**src/rtl/cbs_pkg.sv**
```systemverilog
// Shared constants and stage-1 record for the pipelined carry-bypass subtractor.
// Stage-1 sign bits exist only when CBS_SUB_OVF_EN is defined.
package cbs_pkg;

    localparam int CBS_WIDTH = 16;
    localparam int CBS_BLK   = 8;

    typedef struct packed {
        logic [CBS_BLK-1:0] diff_lo;
        logic               c1;
        logic [CBS_BLK-1:0] a_hi;
        logic [CBS_BLK-1:0] nb_hi;
`ifdef CBS_SUB_OVF_EN
        logic               a_msb;
        logic               b_msb;
`endif
    } cbs_s1_t;

endpackage

```
**src/rtl/cbs_sub_pipe_if.sv**
```systemverilog
// Operand/result stream bundle for cbs_sub_pipe; ovf is present only when
// CBS_SUB_OVF_EN is defined.
interface cbs_sub_pipe_if #(
    parameter int WIDTH = cbs_pkg::CBS_WIDTH
);
    import cbs_pkg::*;

    logic             in_valid;
    logic             in_ready;
    logic [WIDTH-1:0] a;
    logic [WIDTH-1:0] b;
    logic             out_valid;
    logic             out_ready;
    logic [WIDTH-1:0] diff;
    logic             borrow;
`ifdef CBS_SUB_OVF_EN
    logic             ovf;
`endif

    modport slave (
        input  in_valid, a, b, out_ready,
        output in_ready, out_valid, diff, borrow
`ifdef CBS_SUB_OVF_EN
        , output ovf
`endif
    );

    modport master (
        output in_valid, a, b, out_ready,
        input  in_ready, out_valid, diff, borrow
`ifdef CBS_SUB_OVF_EN
        , input ovf
`endif
    );

endinterface

```
**src/rtl/cbs_block.sv**
```systemverilog
// BLK-bit ripple adder block whose carry-out bypasses the ripple chain
// whenever every bit propagates.
module cbs_block
    import cbs_pkg::*;
#(
    parameter int BLK = CBS_BLK
) (
    input  logic [BLK-1:0] x,
    input  logic [BLK-1:0] y,
    input  logic           cin,
    output logic [BLK-1:0] s,
    output logic           cout
);

    logic [BLK-1:0] w_p;
    logic [BLK-1:0] w_g;
    logic [BLK:0]   w_c;

    assign w_p    = x ^ y;
    assign w_g    = x & y;
    assign w_c[0] = cin;

    for (genvar i = 0; i < BLK; i++) begin : g_bit
        assign s[i]     = w_p[i] ^ w_c[i];
        assign w_c[i+1] = w_g[i] | (w_p[i] & w_c[i]);
    end

    // All-propagate block: carry-in passes straight through.
    assign cout = (&w_p) ? cin : w_c[BLK];

endmodule

```
**src/rtl/cbs_sub_pipe.sv**
```systemverilog
// Two-stage carry-bypass subtractor: diff = a - b mod 2^WIDTH, borrow = (a < b).
// Optional signed-overflow output enabled by defining CBS_SUB_OVF_EN.
module cbs_sub_pipe
    import cbs_pkg::*;
#(
    parameter int WIDTH = CBS_WIDTH,
    parameter int BLK   = CBS_BLK
) (
    input  logic           clk,
    input  logic           rst,
    cbs_sub_pipe_if.slave  bus
);

    logic           w_s2_adv;
    logic           w_s1_adv;
    logic           w_in_ready;
    logic           w_acc;
    logic [BLK-1:0] w_diff_lo;
    logic           w_c1;
    logic [BLK-1:0] w_diff_hi;
    logic           w_c2;
    cbs_s1_t        w_st_p0;

    logic           r_vld_p1;
    logic           r_vld_p2;
    cbs_s1_t        r_st_p1;
    logic [WIDTH-1:0] r_diff_p2;
    logic           r_borrow_p2;
`ifdef CBS_SUB_OVF_EN
    logic           r_ovf_p2;
`endif

    assign w_s2_adv   = !r_vld_p2 || bus.out_ready;
    assign w_s1_adv   = r_vld_p1 && w_s2_adv;
    assign w_in_ready = !r_vld_p1 || w_s2_adv;
    assign w_acc      = bus.in_valid && w_in_ready;

    // Stage 0 -> 1: lower block, subtraction carry-in of 1.
    cbs_block #(.BLK(BLK)) u_blk_lo (
        .x    (bus.a[BLK-1:0]),
        .y    (~bus.b[BLK-1:0]),
        .cin  (1'b1),
        .s    (w_diff_lo),
        .cout (w_c1)
    );

    always_comb begin
        w_st_p0         = '0;
        w_st_p0.diff_lo = w_diff_lo;
        w_st_p0.c1      = w_c1;
        w_st_p0.a_hi    = bus.a[WIDTH-1:BLK];
        w_st_p0.nb_hi   = ~bus.b[WIDTH-1:BLK];
`ifdef CBS_SUB_OVF_EN
        w_st_p0.a_msb   = bus.a[WIDTH-1];
        w_st_p0.b_msb   = bus.b[WIDTH-1];
`endif
    end

    always_ff @(posedge clk or posedge rst) begin
        if (rst) begin
            r_vld_p1 <= 1'b0;
            r_vld_p2 <= 1'b0;
        end else begin
            if (w_in_ready) r_vld_p1 <= bus.in_valid;
            if (w_s2_adv)   r_vld_p2 <= r_vld_p1;
        end
    end

    always_ff @(posedge clk) begin
        if (w_acc) r_st_p1 <= w_st_p0;
    end

    // Stage 1 -> 2: upper block chained on the registered lower carry.
    cbs_block #(.BLK(BLK)) u_blk_hi (
        .x    (r_st_p1.a_hi),
        .y    (r_st_p1.nb_hi),
        .cin  (r_st_p1.c1),
        .s    (w_diff_hi),
        .cout (w_c2)
    );

    always_ff @(posedge clk or posedge rst) begin
        if (rst) begin
            r_diff_p2   <= '0;
            r_borrow_p2 <= 1'b0;
`ifdef CBS_SUB_OVF_EN
            r_ovf_p2    <= 1'b0;
`endif
        end else if (w_s1_adv) begin
            r_diff_p2   <= {w_diff_hi, r_st_p1.diff_lo};
            r_borrow_p2 <= ~w_c2;
`ifdef CBS_SUB_OVF_EN
            r_ovf_p2    <= (r_st_p1.a_msb != r_st_p1.b_msb) &&
                           (w_diff_hi[BLK-1] != r_st_p1.a_msb);
`endif
        end
    end

    assign bus.in_ready  = w_in_ready;
    assign bus.out_valid = r_vld_p2;
    assign bus.diff      = r_diff_p2;
    assign bus.borrow    = r_borrow_p2;
`ifdef CBS_SUB_OVF_EN
    assign bus.ovf       = r_ovf_p2;
`endif

endmodule

```
**src/flat_wrapper.sv**
```systemverilog
// flat-port wrapper written by rule: the top's interface ports become plain ports
module cbs_sub_pipe_flat import cbs_pkg::*;
#(
    parameter int WIDTH = CBS_WIDTH,
    parameter int BLK   = CBS_BLK
)
  (clk, rst, bus_in_valid, bus_a, bus_b, bus_out_ready, bus_in_ready, bus_out_valid, bus_diff, bus_borrow);
  cbs_sub_pipe_if #(.WIDTH(WIDTH)) bus_i ();
  input  logic clk;
  input  logic rst;
  input wire logic [$bits(bus_i.in_valid)-1:0] bus_in_valid;
  input wire logic [$bits(bus_i.a)-1:0] bus_a;
  input wire logic [$bits(bus_i.b)-1:0] bus_b;
  input wire logic [$bits(bus_i.out_ready)-1:0] bus_out_ready;
  output wire logic [$bits(bus_i.in_ready)-1:0] bus_in_ready;
  output wire logic [$bits(bus_i.out_valid)-1:0] bus_out_valid;
  output wire logic [$bits(bus_i.diff)-1:0] bus_diff;
  output wire logic [$bits(bus_i.borrow)-1:0] bus_borrow;
  assign bus_i.in_valid = bus_in_valid;
  assign bus_i.a = bus_a;
  assign bus_i.b = bus_b;
  assign bus_i.out_ready = bus_out_ready;
  assign bus_in_ready = bus_i.in_ready;
  assign bus_out_valid = bus_i.out_valid;
  assign bus_diff = bus_i.diff;
  assign bus_borrow = bus_i.borrow;
  cbs_sub_pipe #(.WIDTH(WIDTH), .BLK(BLK)) u_core (.clk(clk), .rst(rst), .bus(bus_i));
endmodule
```
**config.mk**
```make
export PLATFORM = sky130hd
export DESIGN_NAME = cbs_sub_pipe_flat
export DESIGN_NICKNAME = d
export VERILOG_FILES = /design/src/rtl/cbs_pkg.sv /design/src/rtl/cbs_sub_pipe_if.sv /design/src/rtl/cbs_block.sv /design/src/rtl/cbs_sub_pipe.sv /design/src/flat_wrapper.sv
export SDC_FILE = /design/constraint.sdc
export NUM_CORES = 1
export LEC_CHECK = 0
export CAP_MARGIN = 10
export CELL_PAD_IN_SITES_DETAIL_PLACEMENT = 0
export CELL_PAD_IN_SITES_GLOBAL_PLACEMENT = 1
export CORE_ASPECT_RATIO = 1.1
export CORE_MARGIN = 4
export CORE_UTILIZATION = 41
export CTS_BUF_LIST = sky130_fd_sc_hd__clkbuf_8
export DETAILED_ROUTE_END_ITERATION = 12
export PLACE_DENSITY = 0.85
export RECOVER_POWER = 25
export SYNTH_ARGS = -nofsm -noshare
export SYNTH_HDL_FRONTEND = slang
export SYNTH_SLANG_ARGS = --single-unit
```
**constraint.sdc**
```tcl
create_clock -name clk -period 5.31 [get_ports clk]
set_input_delay 0.7965 -clock clk [delete_from_list [all_inputs] [get_ports clk]]
set_output_delay 0.7965 -clock clk [all_outputs]
set_load 0.03 [all_outputs]
```
After elaboration in Yosys (flattened, before gate mapping)
Index checks and enable logic that the tools add are counted.
Widths: inputs -> output; s select.
{ "word_totals": {"regBits": 44, "inputBits": 36, "output_inout_bits": 19, "wordCells": 71} }
{ "classes": {"mux": 1, "n_bitwise": 54, "n_reduce_logical": 8} }
{ "ops": {"columns": ["op", "count"], "rows": [
  ["$and 8x8->8", 2],
  ["$not 8->8", 2],
  ["$or 1x1->1", 16],
  ["$reduce_and 8->1", 2],
  ["$xor 8x8->8", 2],
  ["$and 1x1->1", 15],
  ["$xor 1x1->1", 15],
  ["$logic_and 1x1->1", 2],
  ["$logic_not 1->1", 2],
  ["$logic_or 1x1->1", 2],
  ["$not 1->1", 2],
  ["$mux 1", 1]
]} }

Longest topological paths before layout
Gate-level depths: netlist (run 1).
{ "logic_depth": {"word_depth": 19, "depth_mapped": 12, "depth_no_buf": 12} }

Cells and area by module
Synthesis (run 1) repeated with hierarchy kept, for this count alone.
{ "unflattened": {"hier_cells": 145, "area_unflattened_um2": 2234.6} }
{ "by_module_without_submodules": {"columns": ["module", "instances", "cells_per_inst", "area_each_um2", "seq_area_each_um2"], "rows": [
  ["cbs_sub_pipe", 1, 87, 1594.0, 1226.2],
  ["cbs_block", 2, 29, 320.3, 0.0]
]} }

Worst setup path before layout (run 1)
OpenSTA, ideal clock, no wires.
{ "synth_timing": {"kind": "reg-to-reg", "start": "register u_core.r_st_p1[0] (netlist bit)", "end": "register u_core.r_diff_p2[15], in the netlist u_core.bus.diff[15]", "setup_ns": 0.125, "arrival_ns": 4.075, "required_ns": 5.185, "setup_slack_ns": 1.111, "stages_incl_launch_ff": 12, "n_path_buf": 0, "synth_period_minus_slack_ns": 4.199, "cell_sequence": "edfxtp_1 -> inv_1 -> fa_1 -> inv_1 -> fa_1 -> fa_1 -> fa_1 -> fa_1 -> fa_1 -> fa_1 -> fa_1 -> mux2_2"} }
{ "synth_between": {"elab_chain_cells": 16, "word_cells_on_any_way": 17, "classes_between": "17 x bitwise"} }
{ "synth_rtl": {"columns": ["item", "line", "rtl"], "rows": [
  ["start, declared", "cbs_sub_pipe.sv:26", "cbs_s1_t r_st_p1;"],
  ["start signal, assigned", "cbs_sub_pipe.sv:70", "if (w_acc) r_st_p1 <= w_st_p0;"],
  ["$xor 8x8->8", "cbs_block.sv:19", "assign w_p = x ^ y;"],
  ["$and 1x1->1", "cbs_block.sv:25", "assign w_c[i+1] = w_g[i] | (w_p[i] & w_c[i]);"],
  ["$or 1x1->1 (*)", "cbs_block.sv:25", null],
  ["$and 1x1->1 (*)", "cbs_block.sv:25", null],
  ["$or 1x1->1 (*)", "cbs_block.sv:25", null],
  ["$and 1x1->1 (*)", "cbs_block.sv:25", null],
  ["$or 1x1->1 (*)", "cbs_block.sv:25", null],
  ["$and 1x1->1 (*)", "cbs_block.sv:25", null],
  ["$or 1x1->1 (*)", "cbs_block.sv:25", null],
  ["$and 1x1->1 (*)", "cbs_block.sv:25", null],
  ["$or 1x1->1 (*)", "cbs_block.sv:25", null],
  ["$and 1x1->1 (*)", "cbs_block.sv:25", null],
  ["$or 1x1->1 (*)", "cbs_block.sv:25", null],
  ["$and 1x1->1 (*)", "cbs_block.sv:25", null],
  ["$or 1x1->1 (*)", "cbs_block.sv:25", null],
  ["$xor 1x1->1 (*)", "cbs_block.sv:24", "assign s[i] = w_p[i] ^ w_c[i];"],
  ["named net u_core.u_blk_hi.s[7]", "cbs_block.sv:11", "output logic [BLK-1:0] s,"],
  ["end signal, assigned", "cbs_sub_pipe.sv:90", "r_diff_p2 <= {w_diff_hi, r_st_p1.diff_lo};"],
  ["end, declared", "cbs_sub_pipe.sv:27", "logic [WIDTH-1:0] r_diff_p2;"]
]} }
Mark *: on every way through the listed nets, which the timed path passes. The rest lies on a longest branch.
A chain may end at the register's enable or synchronous reset.

Final worst setup path (run 1)
Ends and elaborated chain as after synthesis.

==> flow_summary.yaml, run 1 <==
drt:
  vias_per_cell: 4.12
  wl_mm: 3.44
  drt_pass1_iterations: 3
  drt-wirelength-per-cell_um: 12.4
  drc: 0
  ant_nets: 0
  num_vias: 1144
  drt_iter0_drc: 27
setup_path:
  critPathArrivalTime_ns: 4.54
  critPathLaunchType: "flop"
  crit_path_frequent_cell: "fa_1"
  crit_start: "u_core.r_st_p1[0]$_DFFE_PP_"
  crit-reg2reg-launch: "u_core.r_st_p1[0]$_DFFE_PP_"
  cp_slowest_stage_delay_ns: 0.49
  critical_path_peak_fanout: 2
  critPathKind: "flop to flop"
  required_ns: 5.49
  critPathTopFamily: "adder cells"
  path_buf_inv: 2
  crit_chain: "inv_1 -> fa_1 -> inv_1 -> fa_1 -> fa_1 -> fa_1 -> fa_1 -> fa_1 -> fa_1 -> fa_1 -> mux2_2"
  cp-end-kind: "flop"
  cpMaxStageDelayCell: "fa_1"
place:
  dp_hpwl_mm: 2.81
  dpl_worst_slack_ns: 0.802
  dp.cells: 270
  placed_area_um2: 2810
  place_congestion: 0.751
  portBuffers: 54
floorplanning:
  initial_core_util: 0.430
  dieHeight_um: 84.8
  coreArea_um2: 5100
  dieArea_um2: 6590
  io_pins: 55
  die_x_um: 77.8
  core.rowCount: 27
outcome:
  status: "completed"
power:
  vdd_drop_max_mv: 0.197
  power_density_nw_per_um2: 363
  totalPowerFinal_mw: 1.08
  power.leakage_nw: 1.32
sta:
  fmax_mhz: 229
  holdWs_ns: 0.472
  max_slew_margin: 0.252
  clock_skew_ns: 0.0102
  fin_ws_ns: 0.951
  drv_slew: 0
  rsz0062_at_grt: "false"
  finalCriticalPeriod_ns: 4.36
  finalCritPeriodShare: 0.821
  hold_viol: 0
  tns_ns: 0
  tightest_slew_ns: 1.12
  setup_viol_count_final: 0
run:
  maxCapViolCount: 0
synthesis:
  synth_edf_count: 25
  synthesis.nets: 212
  synth_top_area_share: 0.342
  synthTopCellsByArea: "edfxtp_1 (34%), dfrtp_1 (22%), fa_1 (14%)"
  synth_top_area_cell: "edfxtp_1"
  ys_warn_count: 0
  synthArstFlopShare: 0.432
  synth.distinct_cells: 20
  syn_avg_cell_area_um2: 15.1
  synthCells: 145
  ys.flop_type: "edfxtp_1"
  synth_seq_area_share: 0.558
  synth_seq_cells: 44
  synth_area_um2: 2200
  post-synth-top-count-cell: "inv_1"
  synthTopCellsByCount: "inv_1 (36), edfxtp_1 (25), dfrtp_1 (19), ha_1 (16), fa_1 (15)"
grt:
  grt_pass1_vias: 1229
  antenna_found_initial: 0
  grt_pass1_wl_mm: 5.74
  grt_overflow: 0
  grt_usage: 0.113
  grt_max_degree: 26
cts:
  cts.htree.levels: 2
  numCtsBuffers: 5
  ctsHoldBuffers: 0
  clock-sinks: 44
  postCtsSetupBuffers: 0
  clk_pin_slew_worst_paths_ns: 0.08
  cts_resized: 0
  clockRootBuffer: "clkbuf_8"
  cts_tree: "built"
  max-clock-path-buffers: 2
  clk-insertion-delay-late_ns: 0.29
final_layout:
  post-route-util: 0.581
  fin_cells: 278
  fillCellCount: 421
  nets: 272
  multi_input_area_um2: 812
  final_layout_size_suffix_gt1_frac: 0.117
  final-seq-area_um2: 1230
  area_growth_pct: 34.9
  stdcell_area_um2: 2960
  diodes: 0
min_path:
  holdCritStartpoint: "u_core.r_st_p1[17]$_DFFE_PP_"
  hold_class: "flop to flop"
==> where the power goes <==
| part | switching [mW] | total (mW) | internal, mW |
|---|---|---|---|
| clock network | 0.107 | 0.342 | 0.235 |
| registers | 0.0294 | 0.449 | 0.420 |
| logic | 0.144 | 0.286 | 0.142 |
==> sequential cells by signal, summed over array words and instances, names as in the netlist <==
signal,cells
u_core.bus.borrow,1
u_core.bus.diff,16
u_core.bus.out_valid,1
u_core.r_st_p1,25
u_core.r_vld_p1,1
==> final cells by class <==
cell class                      instances  area share
Multi-Input combinational cell         64       0.274
Clock buffer                            5      0.0232
Timing Repair Buffer                   54       0.182
Inverter                               36      0.0456
Tap cell                               72      0.0304
Sequential cell                        44       0.414
Clock inverter                          3      0.0304
==> final timing paths <==
| check | endpoint | slack [ns] | cells after the start |
|---|---|---|---|
| worst max register to register | u_core.bus.diff[15]$_DFFE_PP0P_ | 0.95 | 11 |
| worst min register to register | u_core.bus.diff[0]$_DFFE_PP0P_ | 0.47 | 1 |
| max in group asynchronous | u_core.bus.diff[11]$_DFFE_PP0P_ | 3.81 | 2 |
| min in group asynchronous | u_core.bus.diff[1]$_DFFE_PP0P_ | 1.05 | 2 |
| worst min-delay path | u_core.bus.diff[0]$_DFFE_PP0P_ | 0.47 | 1 |
| worst max-delay path | u_core.bus.diff[15]$_DFFE_PP0P_ | 0.95 | 11 |
==> placed cells by master, fill, tap and decap left out <==
master           synthesis  final
fa_1                    15     15
and2_1                   1      1
mux2_2                   7      7
edfxtp_1                25     25
nor3_1                   1      1
bufinv_16                0      3
nand2_1                  2      2
o21a_1                   1      1
mux2_4                   8      8
nand2_4                  1      1
nand4_1                  4      4
nand2b_1                 1      2
o21bai_1                 1      1
inv_1                   36     36
dlygate4sd3_1            0     18
clkdlybuf4s50_1          0     36
o21ai_0                  3      3
and2b_1                  1      1
o31ai_1                  1      1
dfrtp_1                 19     19
ha_1                    16     16
clkbuf_8                 0      5
==> metal layers <==
| metal | track usage | vias up | part of all wire |
|---|---|---|---|
| met5 | 0 | - | 0 |
| met2 | 0.185 | 32 | 0.49 |
| met1 | 0.134 | 530 | 0.44 |
| li1 | - | 577 | - |
| met3 | 0.0376 | 5 | 0.048 |
| met4 | 0.0502 | 0 | 0.017 |
==> cells by family after synthesis <==
family                     share of synthesized area
DFF                                            0.558
buffers and inverters                         0.0684
adders and majority gates                      0.228
muxes                                         0.0906
and+or+nand+nor                               0.0376
AOI/OAI and AO/OA                             0.0171
No activity file was read; power rests on OpenSTA's default activity.
==> run 2, diff against run 1 <==
--- a/config.mk
+++ b/config.mk
@@ -10,10 +10,10 @@
 export CELL_PAD_IN_SITES_GLOBAL_PLACEMENT = 1
 export CORE_ASPECT_RATIO = 1.1
 export CORE_MARGIN = 4
-export CORE_UTILIZATION = 41
+export CORE_UTILIZATION = 37
 export CTS_BUF_LIST = sky130_fd_sc_hd__clkbuf_8
 export DETAILED_ROUTE_END_ITERATION = 12
-export PLACE_DENSITY = 0.85
+export PLACE_DENSITY = 0.81
 export RECOVER_POWER = 25
 export SYNTH_ARGS = -nofsm -noshare
 export SYNTH_HDL_FRONTEND = slang
==> constraint.sdc (replaced) <==
create_clock -name clk -period 3.7 [get_ports clk]
set_input_delay 0.555 -clock clk [delete_from_list [all_inputs] [get_ports clk]]
set_output_delay 0.555 -clock clk [all_outputs]
set_load 0.03 [all_outputs]
==> flow_summary.yaml, run 2 (same netlist as run 1, synthesis figures left out) <==
floorplanning:
  core.rowCount: 29
  coreArea_um2: 5770
  initial_core_util: 0.381
  die_x_um: 81.5
  dieArea_um2: 7230
  dieHeight_um: 88.8
  io_pins: 55
power:
  power_density_nw_per_um2: 493
  power.leakage_nw: 1.31
  totalPowerFinal_mw: 1.48
  vdd_drop_max_mv: 0.202
run:
  maxCapViolCount: 0
cts:
  cts_tree: "built"
  clk_pin_slew_worst_paths_ns: 0.08
  clockRootBuffer: "clkbuf_8"
  max-clock-path-buffers: 2
  ctsHoldBuffers: 0
  clk-insertion-delay-late_ns: 0.29
  numCtsBuffers: 5
  cts.htree.levels: 2
  clock-sinks: 44
final_layout:
  regMostFlops: "u_core.r_st_p1"
  area_growth_pct: 36.9
  diodes: 0
  final_cell_mix: "inv_1 (33), clkdlybuf4s50_1 (33), edfxtp_1 (25)"
  largest_register_ffs: 25
  fin_cells: 287
  stdcell_area_um2: 3010
  final_layout_size_suffix_gt1_frac: 0.219
  nets: 276
  post-route-util: 0.521
outcome:
  status: "completed"
drt:
  wl_mm: 3.61
  drt_pass1_iterations: 4
  num_vias: 1173
  drc: 0
  ant_nets: 0
  vias_per_cell: 4.09
  drt_iter0_drc: 42
  drt-wirelength-per-cell_um: 12.6
sta:
  drv_slew: 0
  rsz0062_at_grt: "true"
  max_slew_margin: 0.524
  fin_ws_ns: 0.0627
  finalCritPeriodShare: 0.983
  fmax_mhz: 275
  finalCriticalPeriod_ns: 3.64
  hold_viol: 0
  clock_skew_ns: 0.00462
  tns_ns: 0
  holdWs_ns: 0.477
  tightest_slew_ns: 0.714
  setup_viol_count_final: 0
grt:
  grt_pass1_wl_mm: 6.15
  antenna_found_initial: 0
  grt_overflow: 0
  grt_pass1_vias: 1295
  grt_usage: 0.116
  grt_max_degree: 26
setup_path:
  crit_path_frequent_cell: "fa_2"
  critical_path_peak_fanout: 2
  critPathKind: "flop to flop"
  critPathLaunchType: "flop"
  cp_slowest_stage_delay_ns: 0.43
  required_ns: 3.88
  cpMaxStageDelayCell: "fa_2"
  crit_chain: "inv_2 -> fa_2 -> inv_2 -> fa_2 -> fa_2 -> fa_2 -> fa_2 -> fa_2 -> fa_2 -> fa_2 -> mux2_2"
  critPathArrivalTime_ns: 3.81
  cp-end-kind: "flop"
  worstRegToRegCells: 11
place:
  dp.cells: 278
  dpl_worst_slack_ns: -0.541
  portBuffers: 54
  dp_hpwl_mm: 2.97
  place_congestion: 0.783
  placed_area_um2: 2860
min_path:
  hold_depth: 1
  hold_class: "flop to flop"
## run 2: path summary, 6_finish.rpt
| kind | start | slack [ns] | endpoint |
|---|---|---|---|
| setup / recovery | u_core.r_st_p1[0]$_DFFE_PP_ | 0.06 | u_core.bus.diff[15]$_DFFE_PP0P_ |
| hold / removal | u_core.r_st_p1[22]$_DFFE_PP_ | 0.48 | u_core.bus.diff[5]$_DFFE_PP0P_ |
| setup reg to reg | u_core.r_st_p1[0]$_DFFE_PP_ | 0.06 | u_core.bus.diff[15]$_DFFE_PP0P_ |
| hold reg to reg | u_core.r_st_p1[22]$_DFFE_PP_ | 0.48 | u_core.bus.diff[5]$_DFFE_PP0P_ |
| max in group asynchronous | rst | 2.43 | u_core.bus.diff[12]$_DFFE_PP0P_ |
| min in group asynchronous | rst | 0.81 | u_core.bus.diff[0]$_DFFE_PP0P_ |
## run 2: metal layers
metal  GRT usage  part of all wire
met1       0.144              0.42
met3      0.0275             0.046
met2       0.193              0.51
met4      0.0507             0.021
met5           0                 0
## run 2: power breakdown
part           switching (mW)  internal (mW)
combinational           0.210          0.211
sequential             0.0441          0.602
clock                   0.149          0.267
total                   0.403           1.08
## run 2: cell type report
class,instances,area (µm²)
inverter,36,135
clock buffer,5,68.8
clock inverter,3,63.8
multi-input combinational,64,850
fill,498,2760
timing repair buffer,58,567
tap,77,96.3
sequential,44,1230
## run 2: critical path, delay by kind of cell (launching register included)
kind	cells	cell delay [ns]
fa+ha+maj	8	2.72
flops	1	0.41
mux	1	0.27
buf+inv	2	0.12
## run 2: timing repair
| item | CTS | global route |
|---|---|---|
| pin swaps | 13 | 2 |
| endpoints found under the setup margin | 3 | 3 |
| buffers inserted | 1 | 0 |
| resized for setup | 10 | 5 |
| endpoints found under the hold margin | 0 | 0 |
==> patch, RTL diff (config.mk and constraints of run 2) <==
Make the reset (`rst`) synchronous in 2 clocked blocks.
--- a/src/rtl/cbs_sub_pipe.sv
+++ b/src/rtl/cbs_sub_pipe.sv
@@ -58,3 +58,3 @@
 
-    always_ff @(posedge clk or posedge rst) begin
+    always_ff @(posedge clk) begin
         if (rst) begin
@@ -81,3 +81,3 @@
 
-    always_ff @(posedge clk or posedge rst) begin
+    always_ff @(posedge clk) begin
         if (rst) begin
Check against the original RTL: differs if rst is asserted again (counterexample within 4 cycles, from zero or initial values and one cycle with rst high); with rst held inactive, the same outputs for 10 cycles.
==> patch against run 2 <==
  * Core utilization rose by 0.21 points
  * Wire length rose by 11%
  * Die area rose by 1.7%
  * First-iteration DRC count rose by 79%
  * Sequential cell count did not move
  * Combinational power fell by 49%
  * Total power fell by 20%
  * Synthesized area rose by 1.8%
  * Count of clock-buffer cells in the layout rose by 2
  * Setup slack got worse by 0.042 ns
  * Fmax fell by 1.1%
  * Final area rose by 1.0%
  * Clock skew rose by 0.0018 ns
==> patch: results (changes against run 2) <==
Parameter                              Value

Run status
  Outcome ... finished clean (unchanged)

Timing
  Worst slew pin tran ... 0.942 ns (was 0.714 ns)
  Worst-case clock skew ... 0.00642 ns (was 0.00462 ns)

Yosys
  Proportion of register bits with asynchronous set or reset after synthesis ... 0% (was 43.2%)
  Seq/Total Area, Yosys ... 50.6% (was 55.8%)
  Syn avg cell area ... 12.2 um2 (was 15.1 um2)
  Fraction of synthesized area in multiplexers ... 0% (was 9.06%)
  Yosys cell types ... 26 (was 20)
  Net count after synthesis ... 251 (was 212)
  Synthesized-area fraction occupied by adder cells ... 22.4% (was 22.8%)
  Leading post-synthesis cells by instance count ... inv_1 (35), edfxtp_1 (25), dfxtp_1 (19) (was inv_1 (36), edfxtp_1 (25), dfrtp_1 (19))
  Leading post-synthesis cells by cell area ... edfxtp_1 (34%), dfxtp_1 (17%), fa_1 (13%) (was edfxtp_1 (34%), dfrtp_1 (22%), fa_1 (14%))

Power
  Peak supply drop ... 0.188 mV (was 0.202 mV)
  Leakage power ... 1.20 nW (was 1.31 nW)

Critical path
  Depth of the worst register-to-register path ... 12 (was 11)
  Master of the slowest instance on the critical path ... dlygate4sd3_1 (was fa_2)
  Endpoint of the lowest-slack register-to-register path ... u_core.bus.diff[15]$_SDFFE_PP0P_ (was u_core.bus.diff[15]$_DFFE_PP0P_)
  Data arrival time of the critical path ... 3.72 ns (was 3.81 ns)
  Critical Path Max Stage Delay ... 0.54 ns (was 0.43 ns)
  Beginning of the worst register-to-register path ... u_core.r_st_p1[8]$_DFFE_PP_ (was u_core.r_st_p1[0]$_DFFE_PP_)

Global routing
  Total routing usage reported by global routing ... 12.4% (was 11.6%)
  Global-route wire length before repair ... 6.69 mm (was 6.15 mm)

Clock tree
  Clock tree root buffer cell ... clkbuf_8 (unchanged)

Drt
  Routed vias/inst ... 4.42 (was 4.09)
  Detailed-route DRC error count ... 0 (unchanged)
  Post-DR wirelength/cell ... 12.4 um (was 12.6 um)
  Via Count ... 1423 (was 1173)

Hold path
  Worst Hold Path EP ... u_core.bus.diff[9]$_SDFFE_PP0P_ (was u_core.bus.diff[5]$_DFFE_PP0P_)

Placement
  HPWL after detailed placement ... 3.03 mm (was 2.97 mm)
  Total instance count after detailed placement ... 312 (was 278)

Cells and area
  Share of layout cells above drive strength 1 ... 22.0% (was 21.9%)
[patch: power by group]
part | total (mW) | internal [mW] | switching, mW | leakage, nW
Combinational | 0.213 | 0.105 | 0.108 | 0.736
Sequential | 0.583 | 0.559 | 0.0237 | 0.400
Clock | 0.392 | 0.238 | 0.154 | 0.0645
[patch: area by class of cell]
type | instances | area share (%)
Multi-Input combinational cell | 96 | 31.4
Clock buffer | 7 | 3.17
Tap cell | 77 | 3.17
Sequential cell | 44 | 37.2
Inverter | 35 | 4.32
Timing Repair Buffer | 62 | 19.7
Clock inverter | 1 | 0.988
[patch: how the worst max path moves through the flow]
| stage | startpoint | endpoint | slack (ns) | cells past startpoint |
|---|---|---|---|---|
| floorplan | u_core.r_st_p1[0]$_DFFE_PP_ | u_core.bus.borrow$_SDFFE_PP0P_ | -0.01 | 12 |
| global placement | bus_a[0] | u_core.r_st_p1[24]$_DFFE_PP_ | -0.48 | 11 |
| detailed placement | bus_a[0] | u_core.r_st_p1[24]$_DFFE_PP_ | -0.52 | 11 |
| CTS | u_core.r_st_p1[8]$_DFFE_PP_ | u_core.bus.diff[15]$_SDFFE_PP0P_ | -0.03 | 12 |
| global route | u_core.r_st_p1[8]$_DFFE_PP_ | u_core.bus.diff[15]$_SDFFE_PP0P_ | -0.08 | 12 |
| finish | bus_a[1] | u_core.r_st_p1[24]$_DFFE_PP_ | 0.02 | 10 |
[patch: layer usage]
| layer | GRT usage, % | wire length, um |
|---|---|---|
| met1 | 15.0 | 1700 |
| met2 | 20.1 | 1970 |
| met3 | 3.63 | 241 |
| met4 | 6.34 | 90 |
| met5 | 0 | 0 |
[patch: repair_timing]
item / CTS / global route
setup buffers: 2 / 0
pin swaps: 16 / 10
endpoints found under the setup margin: 3 / 3
gates resized for setup: 16 / 0
[patch: worst min-delay path, cell delays in order, from the launching register on]
cell and delay [ns]:
dfxtp_1 0.32, o21ai_2 0.06, a21oi_2 0.05
[patch: cell families after synthesis]
| group | count (synthesis) |
|---|---|
| DFF | 44 |
| adders and majority gates | 31 |
| AOI/OAI and AO/OA | 38 |
| buffers and inverters | 44 |
| and+or+nand+nor | 27 |
[patch: through the flow]
step           setup slack [ns]  hold WS [ns]  utilization (%)  area, um2  TNS [ns]
6_report                 0.0204         0.463             52.3       3040         0
5_1_grt                 -0.0811         0.496             52.3       3040    -0.147
4_1_cts                 -0.0336         0.468             52.3       3040   -0.0336
3_5_place_dp             -0.525         0.457             49.5       2870     -1.42
3_3_place_gp             -0.484         0.456             49.5       2870     -1.24
2_1_floorplan           -0.0115         0.492                -       2250   -0.0115
